--- src/rtl/alu_operand_sequencer_if.sv ---
// Instruction handshake, ALU operand/result bus and writeback port of alu_operand_sequencer.
// master = upstream/ALU side, slave = the sequencer.
interface alu_operand_sequencer_if #(
   parameter int unsigned WIDTH = 8
);
   localparam int unsigned INSTR_W = 16;
   localparam int unsigned OP_W    = 4;
   localparam int unsigned RA_W    = 3;

   logic               instr_valid;
   logic               instr_ready;
   logic [INSTR_W-1:0] instr;

   logic [WIDTH-1:0]   alu_a;
   logic [WIDTH-1:0]   alu_b;
   logic [OP_W-1:0]    alu_op;
   logic [WIDTH-1:0]   alu_result;
   logic               alu_zero;
   logic               alu_neg;
   logic               alu_carry;
   logic               alu_overflow;

   logic               wb_valid;
   logic [RA_W-1:0]    wb_addr;
   logic [WIDTH-1:0]   wb_data;

   modport master (
      output instr_valid, instr,
      output alu_result, alu_zero, alu_neg, alu_carry, alu_overflow,
      input  instr_ready, alu_a, alu_b, alu_op,
      input  wb_valid, wb_addr, wb_data
   );

   modport slave (
      input  instr_valid, instr,
      input  alu_result, alu_zero, alu_neg, alu_carry, alu_overflow,
      output instr_ready, alu_a, alu_b, alu_op,
      output wb_valid, wb_addr, wb_data
   );
endinterface

--- src/rtl/alu_operand_sequencer.sv ---
// Four-cycle operand fetch / execute / writeback shell around the datapath_core ALU.
// Optional feature: define R0_ZERO_EN to hardwire register 0 to zero.
module alu_operand_sequencer #(
   parameter int unsigned WIDTH = 8,
   parameter int unsigned NREGS = 8
) (
   input  logic                   clk,
   input  logic                   rst,
   alu_operand_sequencer_if.slave bus,
   output logic [3:0]             flags,
   output logic                   busy,
   input  logic [2:0]             dbg_addr,
   output logic [WIDTH-1:0]       dbg_data
);
   localparam int unsigned INSTR_W = 16;
   localparam int unsigned OP_W    = 4;
   localparam int unsigned RA_W    = 3;
   localparam int unsigned FLAG_W  = 4;
   localparam int unsigned IMM_W   = 8;

`ifdef R0_ZERO_EN
   localparam bit R0_ZERO = 1'b1;
`else
   localparam bit R0_ZERO = 1'b0;
`endif

   typedef enum logic [1:0] {IDLE, OPRD, EXEC, WB} state_t;

   state_t              state_q;
   state_t              state_d;
   logic                accept;
   logic [INSTR_W-1:0]  instr_q;
   logic [FLAG_W-1:0]   flags_cap;
   logic [WIDTH-1:0]    rf [NREGS];

   logic [OP_W-1:0]     op;
   logic [RA_W-1:0]     rd;
   logic [RA_W-1:0]     rs1;
   logic [RA_W-1:0]     rs2;
   logic [IMM_W-1:0]    imm;
   logic                is_alu;
   logic                is_li;
   logic                is_write;
   logic                rd_ok;

   // Field decode of the latched instruction
   always_comb begin
      op       = instr_q[15:12];
      rd       = instr_q[11:9];
      rs1      = instr_q[8:6];
      rs2      = instr_q[5:3];
      imm      = instr_q[7:0];
      is_alu   = ~op[3];
      is_li    = (op == 4'b1000);
      is_write = is_alu | is_li;
      rd_ok    = !(R0_ZERO && (rd == 3'd0));
   end

   always_ff @(posedge clk) begin
      if (rst) state_q <= IDLE;
      else     state_q <= state_d;
   end

   always_comb begin
      state_d = state_q;
      accept  = 1'b0;
      case (state_q)
         IDLE: begin
            if (bus.instr_valid) begin
               accept  = 1'b1;
               state_d = OPRD;
            end
         end
         OPRD:    state_d = EXEC;
         EXEC:    state_d = WB;
         WB:      state_d = IDLE;
         default: state_d = IDLE;
      endcase
   end

   // Operand, capture and writeback registers; instr_ready/busy track the next state
   always_ff @(posedge clk) begin
      if (rst) begin
         instr_q         <= '0;
         flags_cap       <= '0;
         flags           <= '0;
         busy            <= 1'b0;
         bus.instr_ready <= 1'b1;
         bus.alu_a       <= '0;
         bus.alu_b       <= '0;
         bus.alu_op      <= '0;
         bus.wb_valid    <= 1'b0;
         bus.wb_addr     <= '0;
         bus.wb_data     <= '0;
         for (int unsigned i = 0; i < NREGS; i++) rf[i] <= '0;
      end else begin
         bus.instr_ready <= (state_d == IDLE);
         busy            <= (state_d != IDLE);
         bus.wb_valid    <= 1'b0;

         if (accept) instr_q <= bus.instr;

         if (state_q == OPRD) begin
            if (is_alu) begin
               bus.alu_a  <= rf[rs1];
               bus.alu_b  <= rf[rs2];
               bus.alu_op <= op;
            end else if (is_li) begin
               bus.alu_a  <= WIDTH'(imm);
               bus.alu_b  <= '0;
               bus.alu_op <= '0;
            end else begin
               bus.alu_a  <= '0;
               bus.alu_b  <= '0;
               bus.alu_op <= '0;
            end
         end

         // wb_data doubles as the captured result register
         if (state_q == EXEC) begin
            flags_cap <= {bus.alu_zero, bus.alu_neg, bus.alu_carry, bus.alu_overflow};
            if (is_write) begin
               bus.wb_valid <= 1'b1;
               bus.wb_addr  <= rd;
               bus.wb_data  <= bus.alu_result;
            end
         end

         if (state_q == WB) begin
            if (is_write && rd_ok) rf[rd] <= bus.wb_data;
            if (is_alu)            flags  <= flags_cap;
         end
      end
   end

   // Register 0 is never written when hardwired, so a plain read returns 0
   assign dbg_data = rf[dbg_addr];

endmodule
--- src/flat_wrapper.sv ---
// flat-port wrapper written by rule: the top's interface ports become plain ports
module alu_operand_sequencer_flat 
#(
   parameter int unsigned WIDTH = 8,
   parameter int unsigned NREGS = 8
)
  (clk, rst, flags, busy, dbg_addr, dbg_data, bus_instr_valid, bus_instr, bus_alu_result, bus_alu_zero, bus_alu_neg, bus_alu_carry, bus_alu_overflow, bus_instr_ready, bus_alu_a, bus_alu_b, bus_alu_op, bus_wb_valid, bus_wb_addr, bus_wb_data);
  alu_operand_sequencer_if #(.WIDTH(WIDTH)) bus_i ();
  input  logic clk;
  input  logic rst;
  output logic [3:0] flags;
  output logic busy;
  input  logic [2:0] dbg_addr;
  output logic [WIDTH-1:0] dbg_data;
  input wire logic [$bits(bus_i.instr_valid)-1:0] bus_instr_valid;
  input wire logic [$bits(bus_i.instr)-1:0] bus_instr;
  input wire logic [$bits(bus_i.alu_result)-1:0] bus_alu_result;
  input wire logic [$bits(bus_i.alu_zero)-1:0] bus_alu_zero;
  input wire logic [$bits(bus_i.alu_neg)-1:0] bus_alu_neg;
  input wire logic [$bits(bus_i.alu_carry)-1:0] bus_alu_carry;
  input wire logic [$bits(bus_i.alu_overflow)-1:0] bus_alu_overflow;
  output wire logic [$bits(bus_i.instr_ready)-1:0] bus_instr_ready;
  output wire logic [$bits(bus_i.alu_a)-1:0] bus_alu_a;
  output wire logic [$bits(bus_i.alu_b)-1:0] bus_alu_b;
  output wire logic [$bits(bus_i.alu_op)-1:0] bus_alu_op;
  output wire logic [$bits(bus_i.wb_valid)-1:0] bus_wb_valid;
  output wire logic [$bits(bus_i.wb_addr)-1:0] bus_wb_addr;
  output wire logic [$bits(bus_i.wb_data)-1:0] bus_wb_data;
  assign bus_i.instr_valid = bus_instr_valid;
  assign bus_i.instr = bus_instr;
  assign bus_i.alu_result = bus_alu_result;
  assign bus_i.alu_zero = bus_alu_zero;
  assign bus_i.alu_neg = bus_alu_neg;
  assign bus_i.alu_carry = bus_alu_carry;
  assign bus_i.alu_overflow = bus_alu_overflow;
  assign bus_instr_ready = bus_i.instr_ready;
  assign bus_alu_a = bus_i.alu_a;
  assign bus_alu_b = bus_i.alu_b;
  assign bus_alu_op = bus_i.alu_op;
  assign bus_wb_valid = bus_i.wb_valid;
  assign bus_wb_addr = bus_i.wb_addr;
  assign bus_wb_data = bus_i.wb_data;
  alu_operand_sequencer #(.WIDTH(WIDTH), .NREGS(NREGS)) u_core (.clk(clk), .rst(rst), .bus(bus_i), .flags(flags), .busy(busy), .dbg_addr(dbg_addr), .dbg_data(dbg_data));
endmodule
--- config.mk ---
export PLATFORM = sky130hd
export DESIGN_NAME = alu_operand_sequencer_flat
export DESIGN_NICKNAME = d
export VERILOG_FILES = /design/src/rtl/alu_operand_sequencer_if.sv /design/src/rtl/alu_operand_sequencer.sv /design/src/flat_wrapper.sv
export SDC_FILE = /design/constraint.sdc
export NUM_CORES = 1
export LEC_CHECK = 0
export ABC_CLOCK_PERIOD_IN_PS = 2600
export CAP_MARGIN = 5
export CORE_MARGIN = 4
export CORE_UTILIZATION = 50
export CTS_CLUSTER_DIAMETER = 80
export DETAILED_ROUTE_END_ITERATION = 10
export GPL_ROUTABILITY_DRIVEN = 0
export HOLD_SLACK_MARGIN = 0.12
export PLACE_DENSITY_LB_ADDON = 0.2
export SLEW_MARGIN = 20
export SYNTH_ARGS = -nofsm -noshare
export SYNTH_HDL_FRONTEND = slang
export SYNTH_SLANG_ARGS = --single-unit
--- constraint.sdc ---
create_clock -name clk -period 2.6 [get_ports clk]
set_clock_uncertainty 0.1 [all_clocks]
set_input_delay 0.39 -clock clk [delete_from_list [all_inputs] [get_ports clk]]
set_output_delay 0.39 -clock clk [all_outputs]
set_load 0.01 [all_outputs]
==> results of run 1 <==
-- cells in the mapped netlist, types with 2 or more instances --
cell	number
nand2b_1	12
a22oi_1	22
a21oi_1	35
inv_1	4
nand2_1	58
dfxtp_1	65
mux2i_1	24
a2bb2oi_1	3
o21ai_0	6
mux4_1	5
nand3_1	19
edfxtp_1	64
nor2_1	23
or2_2	9
nor2b_1	2
clkbuf_1	20
and2_1	65
mux2_2	9
nor3_2	2
buf_2	4
buf_1	4
mux4_2	35
buf_6	2
buf_4	3
ha_1	5
-- worst max-delay path by stage --
stage               cells after the start     endpoint   startpoint
floorplan                               4  dbg_data[0]  dbg_addr[0]
global placement                        5  dbg_data[2]  dbg_addr[0]
detailed placement                      5  dbg_data[1]  dbg_addr[0]
CTS                                     5  dbg_data[6]  dbg_addr[0]
global route                            5  dbg_data[6]  dbg_addr[0]
finish                                  5  dbg_data[0]  dbg_addr[0]
-- repair_timing --
item / in CTS / in global routing
endpoints found under the hold margin: 0 / 0
gates resized for setup: 9 / 0
setup endpoints to repair: 8 / 0
-- cell type report --
type                       instances  area (um2)
fill                             944        4227
sequential                       129        3223
clock inverter                    15       230.2
multi-input combinational        344        2774
clock buffer                      17       425.4
tap                              168       210.2
inverter                           4       15.01
timing repair buffer              97       957.2
-- sequential cells by signal (all words and copies together), names as in the netlist, named ones only --
| name | flops |
|---|---|
| u_core.rf | 64 |
| u_core.flags | 4 |
| u_core.bus.alu_b | 8 |
| u_core.state_q | 2 |
| u_core.bus.wb_addr | 3 |
| u_core.bus.alu_op | 3 |
| u_core.bus.instr_ready | 1 |
| u_core.bus.alu_a | 8 |
| u_core.busy | 1 |
| u_core.bus.wb_data | 8 |
| u_core.flags_cap | 4 |
| u_core.instr_q | 16 |
| u_core.bus.wb_valid | 1 |
-- through the flow --
stage	setup WS [ps]	hold slack, ps	setup TNS, ps	util [%]
after floorplan	385.3	335.9	0	-
after global placement	-254.3	344.6	-1925	59.35
after detailed placement	-270.0	352.4	-2060	59.35
after CTS	65.42	360.7	0	64.96
after global routing	34.99	384.4	0	64.96
final	79.69	359.8	0	64.96
-- power by group --
group,switching (mW),leakage (nW),internal [mW]
Clock,0.897,0.310,1.71
Sequential,0.228,1.19,2.36
Combinational,0.680,1.34,0.682
-- tightest hold or removal path: cells and delay by family, from the launching register on --
family / cells / cell delay (ps)
compound gates: 1 / 50
flops: 1 / 310
simple gates: 1 / 60
-- kinds of logic after synthesis --
family / Yosys count
AO/OA/AOI/OAI: 70
adder cells (fa/ha/maj): 5
other: 1
multiplexers: 73
flip-flops: 129
AND/OR/NAND/NOR: 195
buffers and inverters: 37
-- per-layer routing --
metal | wire length (um) | part of all wire (%)
met2 | 6828 | 48
met1 | 6135 | 44
met5 | 0 | 0
met4 | 224 | 1.6
met3 | 902 | 6.4
==> results, run 1 <==
- The worst path needs roughly 2500 ps of the cycle, external delays included.
- For this run, the number of standard cells in the final layout without fillers is 774.
- Of all nets on the critical path, the largest fanout is 8.
- The cell repeated most along the worst path is dlygate4sd2_1.
- The clock root buffer is clkbuf_16.
- Once the floorplan was initialized, standard cells occupied around half of the core.
- Summed over its instances, the top area cell type makes up 31.16% of the synthesized netlist area.
- The layer with the highest usage is met2.
- The chip height is 119.1 um.
- Yosys mapped the design onto 35 distinct sky130hd cell types.
- In this run the critical register-to-register path is launched from u_core.instr_q[14].
- The highest clock rate is 0.3968 GHz.
- The clock reaches the later pin of the worst-skew pair after 410 ps.
- The standard cell with the maximum stage delay on the critical path is mux4_2.
- Clock tree synthesis inserted a total of 17 buffers.
- The final cycle utilization of the critical path is 96.94%.
- The floorplan step defined a die boundary enclosing 0.01418 mm2.
- After routing the design area is 0.007835 mm2.
- Walking the worst path, the cells encountered are dlygate4sd2_1, bufbuf_16, mux4_2, mux2_2, dlygate4sd2_1.
- The number of cells traversed by the worst hold path is 2.
- The critical path data arrival time is 2030 ps.
- Across the VDD grid, the largest voltage drop is about 0.0005 V.
- The region available for standard cell placement spans 0.01206 mm2.
- For flop-to-flop paths, the worst setup slack is 360 ps.
- The clock drives 129 sinks.
- The share of synthesized flip-flops with an asynchronous set or reset is 0%.
- The synthesis-to-layout area growth is 27.04%.
- During I/O placement, the number of pins put on the boundary was 80.
- The fraction of layout cells with a size suffix above 1 is 17.99%.
- After synthesis, the share of cell area in mux cells is 20.45%.
- For this block, the initial DRC count from the detailed router was 352.
- At the pin with the least slew margin, the transition time is 653.2 ps.
- The post-route total power is 6.559 mW.
- The data required time at the worst endpoint is 2110 ps.
- The final layout contains about 630 nets.
- The run finished with clean final reports.
- The floorplan has 40 rows.
- The number of diodes added for antenna fixing is 0.
- The number of global-route vias before repair came to 4,235.
- The mean number of vias per cell is approximately 5.6.
- Setup violations remaining at the end of the flow were counted as 0.
- Summing the areas of all compound-gate instances in the mapped netlist gives approximately 7.0% of the synthesized area.
- Among cell families on the critical path, the largest total delay comes from buffers and inverters.
- The synthesized netlist devotes under 10% of its cell area to adder and majority cells.
- The endpoint with the worst hold slack is u_core.bus.alu_b[0].
- The kind of launch point of the worst setup path is an input pin.
- After synthesis, the cell types taking the most area are edfxtp_1, dfxtp_1, mux4_2.
- After clock tree synthesis, the setup repair step added 0 buffers.
- The number of buffers added on ports is slightly below 80.
- The summed instance area of the synthesized netlist is 0.006167 mm2.
- The detail route stage leaves a number of antenna-violating nets equal to 0.
- The final layout contains routed wiring with a total length of 14,090 um.
- TritonCTS built the clock tree.
- The met1 capacity usage during global routing is 28.08%.
- The met2 track utilization from global routing is between 30% and 40%.
- The simple-gate share of the synthesized area is 16.45%.
- After clock tree synthesis, the clock-pin slew on the worst setup and hold paths is 60 ps.
- The post-cts hold buffer count is 0.
- The cell taking the most area after synthesis is edfxtp_1.
- The worst setup path is of the in -> out kind.
- Yosys mapped a number of flops with a built-in enable equal to 64.
- Across all layers, the routed design uses 4,308 vias.
- The xor/xnor cell area share of the yosys netlist is 0%.
- The wire length of the first global-routing pass is approximately 23,000 um.
- The horizontal die dimension is 119.1 um.
- The number of pins exceeding their max-slew limit in the final report is 0.
- The power density over the cells is between 800 and 900 mW/mm2.
- The top cell types in the final layout, fill and taps aside, are clkdlybuf4s50_1, and2_1, dfxtp_1.
- Leaving out fill and tap cells, the most frequent cell in the layout is clkdlybuf4s50_1.
- The dominant combinational cell family by area after synthesis is multiplexers.
- For this run, the register share of the synthesized area comes to a little over half.
- The H-tree depth is 4.
- The delay of the slowest critical-path stage is slightly below 500 ps.
- The number of warnings printed during yosys synthesis is 0.
- The average instance in the mapped netlist occupies 12.09 um2.
- The pre-antenna-repair detailed-routing pass consisted of 5 iterations.
- The initial antenna violation count was 0.
- The detailed placement HPWL is approximately 10,000 um.
- Global routing finished with a remaining overflow of 0.
- Measured against its own limit, the worst slew margin works out to 56.29%.
- The startpoint of the lowest-slack hold path is u_core.bus.alu_b[0].
- The worst setup path is captured at an output port.
- In this run the critical register-to-register path is captured at u_core.rf[1][0].
- After detailed placement, the design holds a cell count of 741.
- The worst reg-to-reg path cell count is 4.
- The cell area reported after detailed placement is ~0.0072 mm2.
- The register bit count reported by yosys is 129.
- The final number of hold-violating endpoints was 0.
- The clock passes through at most 2 buffers.
- The number of nets handed over by synthesis was about 550.
- Setup repair after global routing left no endpoint under its margin.
- The worst hold-check path type is reg -> reg.
- The standby leakage power is approximately 2.8 nW.
- The number of buffers and inverters on the critical path is 3.
- The met3 usage is 5.556%.
- Entering global routing, the biggest net connects 68 pins.
- In the synthesized netlist the dominant register cell turns out to be dfxtp_1.
- In the routed design, unresolved DRC markers number 0.
- The detail-routed net length per standard cell is around 18 um.
- The count of mapped cells out of synthesis is between 500 and 600.
- The combined global-route utilization of all metal layers is 20.93%.
- Across the run, the number of max-cap violations was 0.
No activity file was read; power rests on OpenSTA's default activity.
==> inputs of run 2 (changes only) <==
--- a/config.mk
+++ b/config.mk
@@ -14,7 +14,6 @@
 export GPL_ROUTABILITY_DRIVEN = 0
 export HOLD_SLACK_MARGIN = 0.12
 export PLACE_DENSITY_LB_ADDON = 0.2
-export SLEW_MARGIN = 20
 export SYNTH_ARGS = -nofsm -noshare
 export SYNTH_HDL_FRONTEND = slang
 export SYNTH_SLANG_ARGS = --single-unit
==> results of run 2 <==
Final layout, timing and power as in run 1 (identical DEF).
==> inputs of run 3 (changes only) <==
--- a/config.mk
+++ b/config.mk
@@ -5,6 +5,7 @@
 export SDC_FILE = /design/constraint.sdc
 export NUM_CORES = 1
 export LEC_CHECK = 0
+export ABC_AREA = 1
 export ABC_CLOCK_PERIOD_IN_PS = 2600
 export CAP_MARGIN = 5
 export CORE_MARGIN = 4
==> run 3 against run 2 <==
Compared with the run above: die area up 5.4%; routed wire length up 37%; maximum frequency up 1.2%; sequential cell count unchanged; critical path type unchanged.
==> results, run 3 <==
- The final cycle utilization of the critical path is 95.82% (-1.1 points).
- The flow ran to the end, and the final reports show no timing, DRC or antenna violations.
- For this run, the leading register cell type out of synthesis is dfxtp_1.
- The number of cells traversed by the worst hold path is 2 (unchanged).
- The standby leakage power is 3.456 nW (+21%).
- The chip height is 122.3 um (+2.7%).
- The number of buffers added on ports is 78 (unchanged).
- The number of nets in the final layout is 968 (+53%).
- The data required time at the worst endpoint came to 2110 ps (about the same).
- The post-cts hold buffer count is 0 (unchanged).
- The count of final setup violators was 0 (unchanged).
- Sorting the synthesized cells by area gives the leading types as edfxtp_1, dfxtp_1, nand2_1.
- The register with the most flip-flops in the final layout is u_core.rf.
- The filler cell count is 1,131 (+20%).
- STA classifies the critical path startpoint as an input pin.
- The number of global-route vias before repair was 5,710 (+35%).
- The commonest cells after synthesis are nand2_1, nand3_1, nor2_1.
- The cell taking the most area after synthesis is edfxtp_1.
- The setup slack at placement came to -82.47 ps (+187.5 ps).
- The most frequent standard cell in the layout excluding fill and tap cells is nand2_1.
- The register bit count reported by yosys is 129 (unchanged).
- In the layout the commonest cells are nand2_1, nand3_1, nor2_1.
- The tightest hold margin is 353.5 ps (-6.324 ps).
- The signal on the critical path passes through dlygate4sd2_1, inv_1, buf_12, a21oi_1, o21ai_0, nand2_1, o21a_1, clkdlybuf4s50_1.
- The critical path in this run is classified as in -> out.
- The register cell area after layout is 0.003223 mm2 (unchanged).
- The detailed placement HPWL was 13,620 um (+31%).
- The critical-path maximum fanout is 32 (+24).
- The standard cell with the maximum stage delay on the critical path is clkdlybuf4s50_1.
- TritonCTS built the clock tree.
- The worst reg-to-reg path cell count came to 6 (+2).
- In this run the worst hold path is classified as reg -> reg.
- The final number of hold-violating endpoints is 0 (unchanged).
- The summed instance area of the synthesized netlist came to 0.006528 mm2 (+5.8%).
- The remaining global-route overflow was 0 (unchanged).
- The share of the synthesized area in the top cell type is 29.44% (-1.7 points).
- The count of routing violations after the opening detailed-route iteration is 866 (+150%).
- The highest clock rate came to 0.4014 GHz (+1.2%).
- The number of top-level pins was 80 (unchanged).
- The mean number of vias per cell was 5.575 (+0.17%).
- The first-pass detailed-route iteration total came to 7 (+2).
- The wire length of the first global-routing pass is 29,880 um (+30%).
- The worst-case clock buffer depth came to 2 (unchanged).
- Setup repair after global routing left no endpoint under its margin.
- The critical path data arrival time is 2000 ps (-30 ps).
- The slack of the worst reg-to-reg path is 590 ps (+230 ps).
- The total clock buffers created by CTS is 17 (unchanged).
- The power density over the cells came to 781.0 mW/mm2 (-6.7%).
- The number of diodes added for antenna fixing is 0 (unchanged).
- The max-capacitance violation count is 0 (unchanged).
- The H-tree depth is 4 (unchanged).
- The area of the multi-input gates was 0.002689 mm2 (-3.1%).
- The number of pins exceeding their max-slew limit in the final report is 0 (unchanged).
- The clock root buffer is clkbuf_16.
- The post-synthesis cell type count is 22 (-37%).
- The shortest clock period the worst path allows after layout is 2491 ps (-28.92 ps).
- The detail-routed net length per standard cell is 17.36 um (-4.6%).
- The count of mapped cells out of synthesis is 860 (+69%).
- The worst hold path terminates at u_core.instr_q[1].
- The worst-margin pin slew is 700.2 ps (+47.00 ps).
- The delay of the slowest critical-path stage came to 540 ps (+50 ps).
- The detailed-route via count came to 6,211 (+44%).
- The number of design rule violations left after detail routing came to 0 (unchanged).
- The synthesized net count is 899 (+64%).
- The largest registers in the layout are u_core.rf (64), u_core.instr_q (16).
- The flip-flop count of the largest register, all copies and words added is 64 (unchanged).
- The combined global-route utilization of all metal layers is 26.51% (+5.6 points).
- The clock network latency to the later pin of the worst-skew pair came to 420 ps (about the same).
- The pin count of the biggest net entering global routing is 46 (-32%).
- The final standard cell area without fillers is 0.008157 mm2 (+4.1%).
- The setup slack of the critical path after layout is 108.6 ps (+28.92 ps).
- The share of synthesized flip-flops with an asynchronous set or reset is 0% (unchanged).
- The number of antenna-violating nets in the routed design was 0 (unchanged).
- The area of the core is 0.01272 mm2 (+5.5%).
- The worst reg2reg path startpoint is u_core.instr_q[15].
- The peak supply drop is 0.0007420 V (+48%).
- The floorplan die area is 0.01495 mm2 (+5.4%).
- The number of synthesized flops with an enable pin came to 64 (unchanged).
- The number of warnings printed during yosys synthesis is 0 (unchanged).
- The horizontal die dimension is 122.3 um (+2.7%).
- The post-synthesis sequential area ratio is 49.38% (-2.9 points).
- The clock-pin slew reported for the worst setup and hold paths after clock tree synthesis is 50 ps (about the same).
- The startpoint identified for the worst hold timing path is u_core.instr_q[1].
- STA classifies the critical path endpoint as an output port.
- The synthesis-to-layout area growth is 24.96%.
- The cell area reported after detailed placement is 0.007497 mm2 (+4.7%).
- The initial antenna violation count is 0 (unchanged).
- The count of standard-cell rows came to 41 (+2.5%).
- The endpoint of the worst register-to-register path is u_core.rf[3][7].
- The initial standard-cell utilization of the core came to 51.31% (+0.18 points).
- Yosys instantiated no cell more often than nand2_1.
- The fraction of layout cells with a size suffix above 1 is 7.113% (-11 points).
- The post-detailed-routing wire length is 19,340 um (+37%).
- The headroom to the max-slew limit was 53.27% (-3.0 points).
- The number of clock sinks seen by CTS is 129 (unchanged).
- The mean instance size in the synthesized netlist is 7.590 um2 (-37%).
run 3: changes by cell type after synthesis, sizes merged, moves of 12 or more:
cell | before | now
nand2 | 58 | 180
and2 | 65 | 0
o21ai | 7 | 79
nand2b | 12 | 0
mux2i | 24 | 0
mux4 | 40 | 0
a21oi | 35 | 72
a22oi | 22 | 0
nor2 | 23 | 104
nand3 | 19 | 125
inv | 4 | 100
run 3: worst max-delay path by stage:
stage / depth (start not counted) / end / slack (ps) / startpoint
floorplan: 7 / dbg_data[0] / 880 / dbg_addr[1]
global placement: 8 / dbg_data[7] / -80 / dbg_addr[0]
detailed placement: 8 / dbg_data[7] / -80 / dbg_addr[0]
CTS: 7 / dbg_data[1] / 140 / dbg_addr[0]
global route: 8 / dbg_data[3] / 50 / dbg_addr[0]
finish: 8 / dbg_data[7] / 110 / dbg_addr[0]
run 3: area by class of cell:
cell class | instances | share of cell area [%]
multi-input combinational | 574 | 32.97
tap | 172 | 2.638
clock buffer | 22 | 6.397
sequential | 129 | 39.52
inverter | 109 | 5.062
clock inverter | 10 | 1.427
timing repair buffer | 98 | 12.00
run 3: metrics by stage:
step | setup TNS (ps) | power, mW | std cells | util [%]
CTS | 0 | 6.354 | 1114 | 64.11
finish | 0 | 6.370 | 1114 | 64.11
floorplan | 0 | 3.315 | 860 | -
detailed placement | -529.4 | 3.853 | 1081 | 58.93
global placement | -471.2 | 3.838 | 1081 | 58.93
global route | 0 | 6.649 | 1114 | 64.11
run 3: metal layers:
layer,vias to the layer above,routed length (um),track usage (%)
li1,2941,-,-
met5,-,0,0
met2,379,8745,40.81
met4,0,796,12.60
met1,2826,7647,35.52
met3,65,2150,6.083
run 3: critical path, delay by kind of cell:
kind,cells,cell delay (ps)
buffers and inverters,4,1140
AOI/OAI and AO/OA,3,360
and+or+nand+nor,1,90
run 3: kinds of logic (layout without fill, tap and decap cells):
kind of cell | Yosys count | count (layout) | synth area share (%)
adders and majority gates | 5 | 5 | 0.9584
buffers and inverters | 157 | 239 | 9.431
and+or+nand+nor | 409 | 409 | 27.68
other | 1 | 1 | 0.05745
AOI/OAI and AO/OA | 159 | 159 | 12.50
DFF | 129 | 129 | 49.38
run 3: repair_timing:
| action | 4_1_cts | 5_1_grt |
|---|---|---|
| endpoints found under the setup margin | 8 | 0 |
| resized for setup | 3 | 0 |
| setup buffers | 1 | 0 |
run 3: where the power goes:
group	switching [mW]	internal, mW
combinational	0.874	0.529
clock	0.899	1.62
sequential	0.124	2.32
total	1.90	4.47
